### config.mk
export PLATFORM = sky130hd
export DESIGN_NAME = tensor_core_burst_controller_flat
export DESIGN_NICKNAME = d
export VERILOG_FILES = /design/src/rtl/tensor_core_burst_controller_pkg.sv /design/src/rtl/tensor_core_burst_controller_if.sv /design/src/rtl/tensor_core_burst_controller_addr_gen.sv /design/src/rtl/tensor_core_burst_controller.sv /design/src/flat_wrapper.sv
export SDC_FILE = /design/constraint.sdc
export NUM_CORES = 1
export LEC_CHECK = 0
export CORE_UTILIZATION = 34
export DETAILED_ROUTE_END_ITERATION = 12
export HOLD_SLACK_MARGIN = 0.02
export PLACE_DENSITY = 0.76
export SLEW_MARGIN = 0
export SYNTH_ARGS = -nofsm -noshare
export SYNTH_HDL_FRONTEND = slang
export SYNTH_HIERARCHICAL = 1
export SYNTH_SLANG_ARGS = --single-unit
### constraint.sdc
create_clock -name clock_in -period 2 [get_ports clock_in]
set_input_delay 0.4 -clock clock_in [delete_from_list [all_inputs] [get_ports clock_in]]
set_output_delay 0.4 -clock clock_in [all_outputs]
set_load 0.01 [all_outputs]
### src/rtl/tensor_core_burst_controller_pkg.sv
// Shared constants, select/direction encodings and FSM state type for the tensor core burst path.
package tensor_core_pkg;

   localparam int DATA_WIDTH   = 8;
   localparam int MATRIX_DIM   = 3;
   localparam int MATRIX_ELEMS = MATRIX_DIM * MATRIX_DIM;
   localparam int ADDR_WIDTH   = 5;
   localparam int IDX_WIDTH    = 5;

   localparam logic [ADDR_WIDTH-1:0] MATRIX2_BASE = 5'd9;

   typedef enum logic [1:0] {
      SEL_MATRIX1 = 2'b00,
      SEL_MATRIX2 = 2'b01,
      SEL_BOTH    = 2'b10,
      SEL_ILLEGAL = 2'b11
   } burst_select_t;

   localparam logic DIR_READ  = 1'b0;
   localparam logic DIR_WRITE = 1'b1;

   typedef enum logic [1:0] {IDLE, WRITE, READ, DONE} burst_state_t;

   // Terminal index of a burst; compared before the counter could reach the count.
   function automatic logic [IDX_WIDTH-1:0] last_index(input burst_select_t sel);
      return (sel == SEL_BOTH) ? IDX_WIDTH'(2 * MATRIX_ELEMS - 1) : IDX_WIDTH'(MATRIX_ELEMS - 1);
   endfunction

endpackage

### src/rtl/tensor_core_burst_controller_if.sv
// Command, stream and register-file port bundle of the tensor core burst controller.
interface tensor_core_burst_if
   import tensor_core_pkg::*;
   ();

   logic                  cmd_valid_in;
   logic                  cmd_ready_out;
   logic [1:0]            cmd_matrix_select_in;
   logic                  cmd_write_in;
   logic [DATA_WIDTH-1:0] wr_data_in;
   logic                  wr_valid_in;
   logic                  wr_ready_out;
   logic [DATA_WIDTH-1:0] rd_data_out;
   logic                  rd_valid_out;
   logic                  rd_ready_in;
   logic                  rf_write_enable_out;
   logic [ADDR_WIDTH-1:0] rf_write_address_out;
   logic [DATA_WIDTH-1:0] rf_write_data_out;
   logic [ADDR_WIDTH-1:0] rf_read_address_out;
   logic [DATA_WIDTH-1:0] rf_read_data_in;
   logic                  tensor_core_busy_in;
   logic                  busy_out;
   logic                  done_out;
   logic                  error_out;

   modport master (
      output cmd_valid_in, cmd_matrix_select_in, cmd_write_in,
      output wr_data_in, wr_valid_in, rd_ready_in, rf_read_data_in, tensor_core_busy_in,
      input  cmd_ready_out, wr_ready_out, rd_data_out, rd_valid_out,
      input  rf_write_enable_out, rf_write_address_out, rf_write_data_out, rf_read_address_out,
      input  busy_out, done_out, error_out
   );

   modport slave (
      input  cmd_valid_in, cmd_matrix_select_in, cmd_write_in,
      input  wr_data_in, wr_valid_in, rd_ready_in, rf_read_data_in, tensor_core_busy_in,
      output cmd_ready_out, wr_ready_out, rd_data_out, rd_valid_out,
      output rf_write_enable_out, rf_write_address_out, rf_write_data_out, rf_read_address_out,
      output busy_out, done_out, error_out
   );

endinterface

### src/rtl/tensor_core_burst_controller_addr_gen.sv
// Element index counter and register-file address generation for burst transfers.
// Optional BURST_TRANSPOSE_EN selects column-major streaming via per-matrix row/col counters.
module burst_address_generator
   import tensor_core_pkg::*;
(
   input  logic                  clock_in,
   input  logic                  reset_in,
   input  logic                  clear_in,
   input  logic                  advance_in,
   input  burst_select_t         select_in,
   output logic                  last_out,
   output logic [ADDR_WIDTH-1:0] address_out
);

   logic [IDX_WIDTH-1:0] index_q;

   assign last_out = (index_q == last_index(select_in));

   always_ff @(posedge clock_in or posedge reset_in) begin
      if (reset_in) begin
         index_q <= '0;
      end else if (clear_in || (advance_in && last_out)) begin
         index_q <= '0;
      end else if (advance_in) begin
         index_q <= index_q + 1'b1;
      end
   end

`ifdef BURST_TRANSPOSE_EN
   localparam int RC_WIDTH = $clog2(MATRIX_DIM);

   logic [RC_WIDTH-1:0]   row_q;
   logic [RC_WIDTH-1:0]   col_q;
   logic                  second_matrix;
   logic [ADDR_WIDTH-1:0] base;

   assign second_matrix = (select_in == SEL_BOTH) && (index_q >= IDX_WIDTH'(MATRIX_ELEMS));
   assign base          = ((select_in == SEL_MATRIX2) || second_matrix) ? MATRIX2_BASE : '0;

   // Row advances fastest; both counters wrap together at every matrix boundary.
   always_ff @(posedge clock_in or posedge reset_in) begin
      if (reset_in) begin
         row_q <= '0;
         col_q <= '0;
      end else if (clear_in || (advance_in && last_out)) begin
         row_q <= '0;
         col_q <= '0;
      end else if (advance_in) begin
         if (row_q == RC_WIDTH'(MATRIX_DIM - 1)) begin
            row_q <= '0;
            col_q <= (col_q == RC_WIDTH'(MATRIX_DIM - 1)) ? '0 : col_q + 1'b1;
         end else begin
            row_q <= row_q + 1'b1;
         end
      end
   end

   assign address_out = base + ADDR_WIDTH'(row_q) * ADDR_WIDTH'(MATRIX_DIM) + ADDR_WIDTH'(col_q);
`else
   // Select 10 runs straight through 0..17, so only matrix2 alone needs an offset.
   assign address_out = ((select_in == SEL_MATRIX2) ? MATRIX2_BASE : '0) + ADDR_WIDTH'(index_q);
`endif

endmodule

### src/rtl/tensor_core_burst_controller.sv
// Burst sequencer between the 8-bit stream port and the tensor core register file.
// Build option BURST_TRANSPOSE_EN enables column-major element ordering in the address generator.
//
//   state | meaning
//   IDLE  | ready for a command, no register-file traffic
//   WRITE | stream-in: each accepted element written to the register file
//   READ  | stream-out: register-file element offered until consumed
//   DONE  | one-cycle completion pulse (error pulse too for illegal select)
module tensor_core_burst_controller
   import tensor_core_pkg::*;
(
   input  logic         clock_in,
   input  logic         reset_in,
   tensor_core_burst_if.slave bus
);

   burst_state_t          state;
   burst_select_t         select_q;
   logic                  done_q;
   logic                  error_q;
   logic                  accept;
   logic                  wr_ready;
   logic                  rd_valid;
   logic                  wr_xfer;
   logic                  rd_xfer;
   logic                  last;
   logic [ADDR_WIDTH-1:0] address;

   assign accept   = (state == IDLE) && bus.cmd_valid_in;
   assign wr_ready = (state == WRITE) && !bus.tensor_core_busy_in;
   assign rd_valid = (state == READ) && !bus.tensor_core_busy_in;
   assign wr_xfer  = wr_ready && bus.wr_valid_in;
   assign rd_xfer  = rd_valid && bus.rd_ready_in;

   burst_address_generator u_addr_gen (
      .clock_in    (clock_in),
      .reset_in    (reset_in),
      .clear_in    (accept),
      .advance_in  (wr_xfer || rd_xfer),
      .select_in   (select_q),
      .last_out    (last),
      .address_out (address)
   );

   always_ff @(posedge clock_in or posedge reset_in) begin
      if (reset_in) begin
         state    <= IDLE;
         select_q <= SEL_MATRIX1;
         done_q   <= 1'b0;
         error_q  <= 1'b0;
      end else begin
         done_q  <= 1'b0;
         error_q <= 1'b0;
         case (state)
            IDLE: begin
               if (bus.cmd_valid_in) begin
                  select_q <= burst_select_t'(bus.cmd_matrix_select_in);
                  if (burst_select_t'(bus.cmd_matrix_select_in) == SEL_ILLEGAL) begin
                     state   <= DONE;
                     done_q  <= 1'b1;
                     error_q <= 1'b1;
                  end else if (bus.cmd_write_in == DIR_WRITE) begin
                     state <= WRITE;
                  end else begin
                     state <= READ;
                  end
               end
            end
            WRITE: begin
               if (wr_xfer && last) begin
                  state  <= DONE;
                  done_q <= 1'b1;
               end
            end
            READ: begin
               if (rd_xfer && last) begin
                  state  <= DONE;
                  done_q <= 1'b1;
               end
            end
            DONE:    state <= IDLE;
            default: state <= IDLE;
         endcase
      end
   end

   assign bus.cmd_ready_out        = (state == IDLE);
   assign bus.busy_out             = (state != IDLE);
   assign bus.done_out             = done_q;
   assign bus.error_out            = error_q;
   assign bus.wr_ready_out         = wr_ready;
   assign bus.rd_valid_out         = rd_valid;
   assign bus.rd_data_out          = bus.rf_read_data_in;
   assign bus.rf_write_enable_out  = wr_xfer;
   assign bus.rf_write_data_out    = bus.wr_data_in;
   assign bus.rf_write_address_out = (state == WRITE) ? address : '0;
   assign bus.rf_read_address_out  = (state == READ) ? address : '0;

endmodule

### src/flat_wrapper.sv
// flat-port wrapper written by rule: the top's interface ports become plain ports
module tensor_core_burst_controller_flat import tensor_core_pkg::*;
  (clock_in, reset_in, bus_cmd_valid_in, bus_cmd_matrix_select_in, bus_cmd_write_in, bus_wr_data_in, bus_wr_valid_in, bus_rd_ready_in, bus_rf_read_data_in, bus_tensor_core_busy_in, bus_cmd_ready_out, bus_wr_ready_out, bus_rd_data_out, bus_rd_valid_out, bus_rf_write_enable_out, bus_rf_write_address_out, bus_rf_write_data_out, bus_rf_read_address_out, bus_busy_out, bus_done_out, bus_error_out);
  tensor_core_burst_if bus_i ();
  input  logic clock_in;
  input  logic reset_in;
  input wire logic [$bits(bus_i.cmd_valid_in)-1:0] bus_cmd_valid_in;
  input wire logic [$bits(bus_i.cmd_matrix_select_in)-1:0] bus_cmd_matrix_select_in;
  input wire logic [$bits(bus_i.cmd_write_in)-1:0] bus_cmd_write_in;
  input wire logic [$bits(bus_i.wr_data_in)-1:0] bus_wr_data_in;
  input wire logic [$bits(bus_i.wr_valid_in)-1:0] bus_wr_valid_in;
  input wire logic [$bits(bus_i.rd_ready_in)-1:0] bus_rd_ready_in;
  input wire logic [$bits(bus_i.rf_read_data_in)-1:0] bus_rf_read_data_in;
  input wire logic [$bits(bus_i.tensor_core_busy_in)-1:0] bus_tensor_core_busy_in;
  output wire logic [$bits(bus_i.cmd_ready_out)-1:0] bus_cmd_ready_out;
  output wire logic [$bits(bus_i.wr_ready_out)-1:0] bus_wr_ready_out;
  output wire logic [$bits(bus_i.rd_data_out)-1:0] bus_rd_data_out;
  output wire logic [$bits(bus_i.rd_valid_out)-1:0] bus_rd_valid_out;
  output wire logic [$bits(bus_i.rf_write_enable_out)-1:0] bus_rf_write_enable_out;
  output wire logic [$bits(bus_i.rf_write_address_out)-1:0] bus_rf_write_address_out;
  output wire logic [$bits(bus_i.rf_write_data_out)-1:0] bus_rf_write_data_out;
  output wire logic [$bits(bus_i.rf_read_address_out)-1:0] bus_rf_read_address_out;
  output wire logic [$bits(bus_i.busy_out)-1:0] bus_busy_out;
  output wire logic [$bits(bus_i.done_out)-1:0] bus_done_out;
  output wire logic [$bits(bus_i.error_out)-1:0] bus_error_out;
  assign bus_i.cmd_valid_in = bus_cmd_valid_in;
  assign bus_i.cmd_matrix_select_in = bus_cmd_matrix_select_in;
  assign bus_i.cmd_write_in = bus_cmd_write_in;
  assign bus_i.wr_data_in = bus_wr_data_in;
  assign bus_i.wr_valid_in = bus_wr_valid_in;
  assign bus_i.rd_ready_in = bus_rd_ready_in;
  assign bus_i.rf_read_data_in = bus_rf_read_data_in;
  assign bus_i.tensor_core_busy_in = bus_tensor_core_busy_in;
  assign bus_cmd_ready_out = bus_i.cmd_ready_out;
  assign bus_wr_ready_out = bus_i.wr_ready_out;
  assign bus_rd_data_out = bus_i.rd_data_out;
  assign bus_rd_valid_out = bus_i.rd_valid_out;
  assign bus_rf_write_enable_out = bus_i.rf_write_enable_out;
  assign bus_rf_write_address_out = bus_i.rf_write_address_out;
  assign bus_rf_write_data_out = bus_i.rf_write_data_out;
  assign bus_rf_read_address_out = bus_i.rf_read_address_out;
  assign bus_busy_out = bus_i.busy_out;
  assign bus_done_out = bus_i.done_out;
  assign bus_error_out = bus_i.error_out;
  tensor_core_burst_controller u_core (.clock_in(clock_in), .reset_in(reset_in), .bus(bus_i));
endmodule
Word-level counts from Yosys, hierarchy flattened:

Index checks and enable logic that the tools add are counted.

* flip-flop bits (word level): 11
* word-level logic and storage cells: 51

* add/sub/neg operators: 2
* reduce and logical (&&, ||, !) cells: 16
* muxes and demuxes: 18
* equality and inequality tests: 10

Operator list (number)
* two-way mux 5 bit: 5
* two-way mux 2 bit: 5
* == test 2 bit (second input constant): 4
* logical AND 1 bit: 8
* case mux 2 bit (4 select lines): 1
* adder 4 x 5 -> 5 bit: 1
* adder 5 x 1 -> 5 bit (second input constant): 1
* == test 5 bit: 1
* two-way mux 1 bit: 5
* == test 2 x 1 -> 1 bit (second input constant): 2
* two-way mux 4 bit: 1
* != test 2 bit (second input constant): 2
* nonzero test 2 bit: 2
* case mux 1 bit (3 select lines): 1
* AND reduction 3 bit: 1
* logical NOT 2 bit: 1
* logical OR 1 bit: 2
* != test 2 x 1 -> 1 bit (second input constant): 1
* AND reduction 2 bit: 1
* logical NOT 1 bit: 1

Depth between registers and ports, before layout:

* word-level depth: 7
* gate-level depth with buffers: 8

Hierarchy:

The synthesis kept the hierarchy.

By module, submodules not included
* tensor_core_burst_controller: sequential area each 150.1 um2, times used 1, area an instance 591.8 um2, cells each 64
* burst_address_generator: sequential area each 125.1 um2, times used 1, area an instance 395.4 um2, cells each 46

Least setup slack after synthesis:

Ideal clock, no wire load.

* kind: register -> register
* start: register u_core.u_addr_gen.index_q[2]
* end: register u_core.state[0]
* path slack: 30 ps
* arrival: 1846 ps
* cell stages (with the launch flop): 8
* library setup time: 125 ps
* required time: 1875 ps
* cells stage by stage: dfrtp_1 -> buf_6 -> nor4bb_1 -> mux2i_1 -> nor2_2 -> nand3b_4 -> a221oi_2 -> mux2_2

* longest elaborated chain between the ends: 4
* elaborated cells on any way between the ends: 6
* those cells by class: eq/ne (3); reduce/logical (3)

Ends and longest elaborated chain
* start: declaration: RTL line tensor_core_burst_controller_addr_gen.sv:15 `logic [IDX_WIDTH-1:0] index_q;`
* start signal: assignment: RTL line tensor_core_burst_controller_addr_gen.sv:25 `index_q <= index_q + 1'b1;`
* == test 5 bit (*): RTL line tensor_core_burst_controller_addr_gen.sv:17 `assign last_out = (index_q == last_index(select_in));`
* named net u_core.last: RTL line tensor_core_burst_controller.sv:26 `logic last;`
* logical AND 1 bit (on tied branches): RTL line tensor_core_burst_controller.sv:70, tensor_core_burst_controller.sv:76
* != test 2 bit (no source line) / != test 2 x 1 -> 1 bit (equally long branches)
* AND reduction 3 bit (no source line) (*)
* end signal: assignment: RTL line tensor_core_burst_controller.sv:71 `state <= DONE;`
* end signal: assignment: RTL line tensor_core_burst_controller.sv:77 `state <= DONE;`
* end signal: assignment: RTL line tensor_core_burst_controller.sv:81 `DONE: state <= IDLE;`
* end: declaration: RTL line tensor_core_burst_controller.sv:17 `burst_state_t state;`

The timed path passes the listed nets; every way through them passes the cells marked *.
A chain may end at the register's enable or synchronous reset.

Final worst setup path:

* start: register u_core.select_q[1]
* end: output port bus_rf_write_address_out[4]

* longest elaborated chain between the ends: 4

Ends and longest elaborated chain
* start: declaration: RTL line tensor_core_burst_controller.sv:18 `burst_select_t select_q;`
* start signal: assignment: RTL line tensor_core_burst_controller.sv:57 `select_q <= burst_select_t'(bus.cmd_matrix_select_in);`
* == test 2 x 1 -> 1 bit: RTL line tensor_core_burst_controller_addr_gen.sv:61 `assign address_out = ((select_in == SEL_MATRIX2) ? MATRIX2_BASE : '0) + ADDR_WIDTH'(index_q);`
* two-way mux 4 bit: RTL line tensor_core_burst_controller_addr_gen.sv:61
* adder 4 x 5 -> 5 bit: RTL line tensor_core_burst_controller_addr_gen.sv:61
* named net u_core.address[4]: RTL line tensor_core_burst_controller.sv:27 `logic [ADDR_WIDTH-1:0] address;`
* two-way mux 5 bit: RTL line tensor_core_burst_controller.sv:96 `assign bus.rf_write_address_out = (state == WRITE) ? address : '0;`
* end: declaration: RTL line flat_wrapper.sv:20 `output wire logic [$bits(bus_i.rf_write_address_out)-1:0] bus_rf_write_address_out;`

The timed path passes the listed nets, and every way through them passes these cells.

==> results.md <==
- Core area: approximately 2800 um2
- Gr ovfl total: 0
- Die area: ~3100 um2
- Placed Cells: 163
- Num CTS Buffers: 3
- Crit. End Element: output port
- Slew margin rel.: 81.9%
- Largest net degree at the start of global routing: 10
- Sequential area share after synthesis: 27.9%
- Initial Util: 35.8%
- GRT Total Usage: between 10% and 20%
- Synth cell types: 31
- Fin crit share: 104%
- Outcome: finished, violations left
- Setup TNS: -0.379 ns
- Final hold vios: 0
- Max_cap viols: 0
- Via density: around 5
- # fillers: 247
- Dpl ws: -0.301 ns
- Worst skew pair latency: about 0.26 ns
- Worst Path Required: 1.60 ns
- Horiz. Die Dim: 55.9 um
- Critical path class: reg2out
- Max FO, Critical Path: 2
- Violated checks: negative setup slack
- CTS tree: done
- Post-layout instance area: 1440 um2
- P&R area growth vs syn: 46.3%
- Tmin final: 2.08 ns
- Slew @ Worst Pin: ~0.27 ns
- Fmax achieved: 481 MHz
- Leak: 0.706 nW
- Final WL: 2510 um
- HPWL Detailed: 1830 um
- DRC: 0
- Ports: a little under 60
- Synth top area share: 27.9%
- Pre-Repair DR Iteration Count: 4
- Site row count: 19
- Global-route wire length before repair: 3930 um
- Vias post-DR: 859
- EDFF count, synth: 0
- Top cells by count, synth: buf_4, and2_1, dfrtp_1, ha_1, inv_1
- Final worst setup slack: -0.0808 ns
- Clock sink total: 11
- Ys Warns: 6
- Remaining antenna violation count after routing: 0
- Fin nets: 176
- I/O Buffers: 25
- Top post-synthesis cells by area: dfrtp_1, buf_4, ha_1
- Max Clock Skew: 0.00241 ns
- Seq cells post-synth: 11
- Power Dens Cells: 1370 nW/um2
- Final setup viols: 8
- Critical path arrival: approximately 1.7 ns
- Mapped cell area: 987 um2
- Syn Nets: 144
- Yosys top cell by area: dfrtp_1
- # H-tree levels: 1
- Root buffer cell: clkbuf_4
- Reg clk slew, reported paths: 0.08 ns
- DIE HEIGHT: between 50 and 60 um
- DR iter-0 viols: 18
- Most used DFF post-synth: dfrtp_1
- Slew Limit Fails: 0
- Vias in the first global route: around 860
- Power, Total: 1.98 mW
- RSZ-0062 raised after global routing: yes
- Initial antenna violation count: 0
- Fin cells: 172
- Most numerous cell in the Yosys netlist: buf_4
- Post-DP Area: roughly 1300 um2
- Ys async rst share: 100%
- Hold Path Class: in2async
- Hold_buf cts: 0
- WL per Instance: 14.6 um
- Worst hold margin: 0.369 ns
- Ratio of cells with drive above 1 in the final layout: 40.4%
- RePlAce Congestion: 0.700
- Post-Syn Instances: 110
- Worst VDD drop: 0.000902 V
- Layout Utilization: 52.4%
- Syn avg cell area: around 9.0 um2
- Clock Tree Buf Depth: 2
- Critical Path Start Type: flip-flop
- Ant. Diodes: 0
## where the power goes
group	internal, mW	switching (mW)	total, mW	leakage, nW
clock	0.0770	0.0784	0.155	0.0150
combinational	0.800	0.633	1.43	0.561
sequential	0.306	0.0847	0.391	0.130
## state kept, by name, summed over array words and instances (netlist names)
name,count
u_core/bus.done_out,1
u_core/bus.error_out,1
u_core/select_q,2
u_core/state,2
u_core/u_addr_gen/index_q,5
## path summary, 6_finish.rpt
| check | slack [ns] | depth (start not counted) | to | startpoint |
|---|---|---|---|---|
| worst max-delay path | -0.08 | 6 | bus_rf_write_address_out[4] | u_core/select_q[1] |
| worst min-delay path | 0.37 | 2 | u_core/u_addr_gen/index_q[1] | reset_in |
| worst max register to register | -0.01 | 7 | u_core/state[1] | u_core/u_addr_gen/index_q[0] |
| worst min register to register | 0.64 | 3 | u_core/u_addr_gen/index_q[0] | u_core/u_addr_gen/index_q[0] |
| max in group asynchronous | 1.41 | 2 | u_core/state[0] | reset_in |
| min in group clock_in | 0.64 | 3 | u_core/u_addr_gen/index_q[0] | u_core/u_addr_gen/index_q[0] |
## cell usage in the layout, fill, tap and decap left out, types with 2 or more instances in the layout
master and n:
a21oi_1 4, a31oi_1 2, and2_1 11, and2b_2 2, buf_2 6, buf_4 16, buf_6 4, clkbuf_2 2
clkbuf_4 3, clkdlybuf4s50_1 10, dfrtp_1 10, dlygate4sd2_1 5, dlymetal6s2s_1 2, ha_1 4, ha_4 5, inv_1 6
inv_2 2, mux2_2 2, mux2_4 2, nand2_1 4, nand3_1 4, nand3b_1 3, nor2_1 6, nor2b_4 2
nor3_1 3, o21ai_1 2, o22ai_1 2
## layer usage
layer | GRT usage, % | up-vias | wire length [um]
met4 | 5.57 | 0 | 18
met2 | 28.7 | 36 | 1380
met3 | 3.95 | 8 | 168
li1 | - | 415 | -
met5 | 0 | - | 0
met1 | 18.1 | 400 | 936
## cells by family after synthesis
kind of cell | count (synthesis) | synth area share [%]
buffers and inverters | 26 | 16.7
flip-flops | 11 | 27.9
AND/OR/NAND/NOR | 42 | 26.2
adder cells (fa/ha/maj) | 9 | 11.4
AO/OA/AOI/OAI | 14 | 9.51
XOR/XNOR | 3 | 2.66
multiplexers | 5 | 5.58
## critical path, stage by stage (launching register included)
cell	delay (ns)
dfrtp_1	0.42
nor2b_4	0.18
ha_4	0.23
a31oi_2	0.19
xnor2_1	0.14
and2_1	0.13
buf_2	0.12
## layout make-up
class	count	area (um2)	area share, %
multi-input combinational	73	698	48.4
timing repair buffer	45	374	25.9
sequential	11	277	19.2
tap	31	38.8	2.69
inverter	8	30.0	2.08
clock buffer	4	26.3	1.82
## repair_timing
item	in CTS	in global routing
pin swaps	10	13
resized for setup	48	20
setup buffers	4	2
endpoints found under the setup margin	17	13
Power figures use the tool's default switching activity.
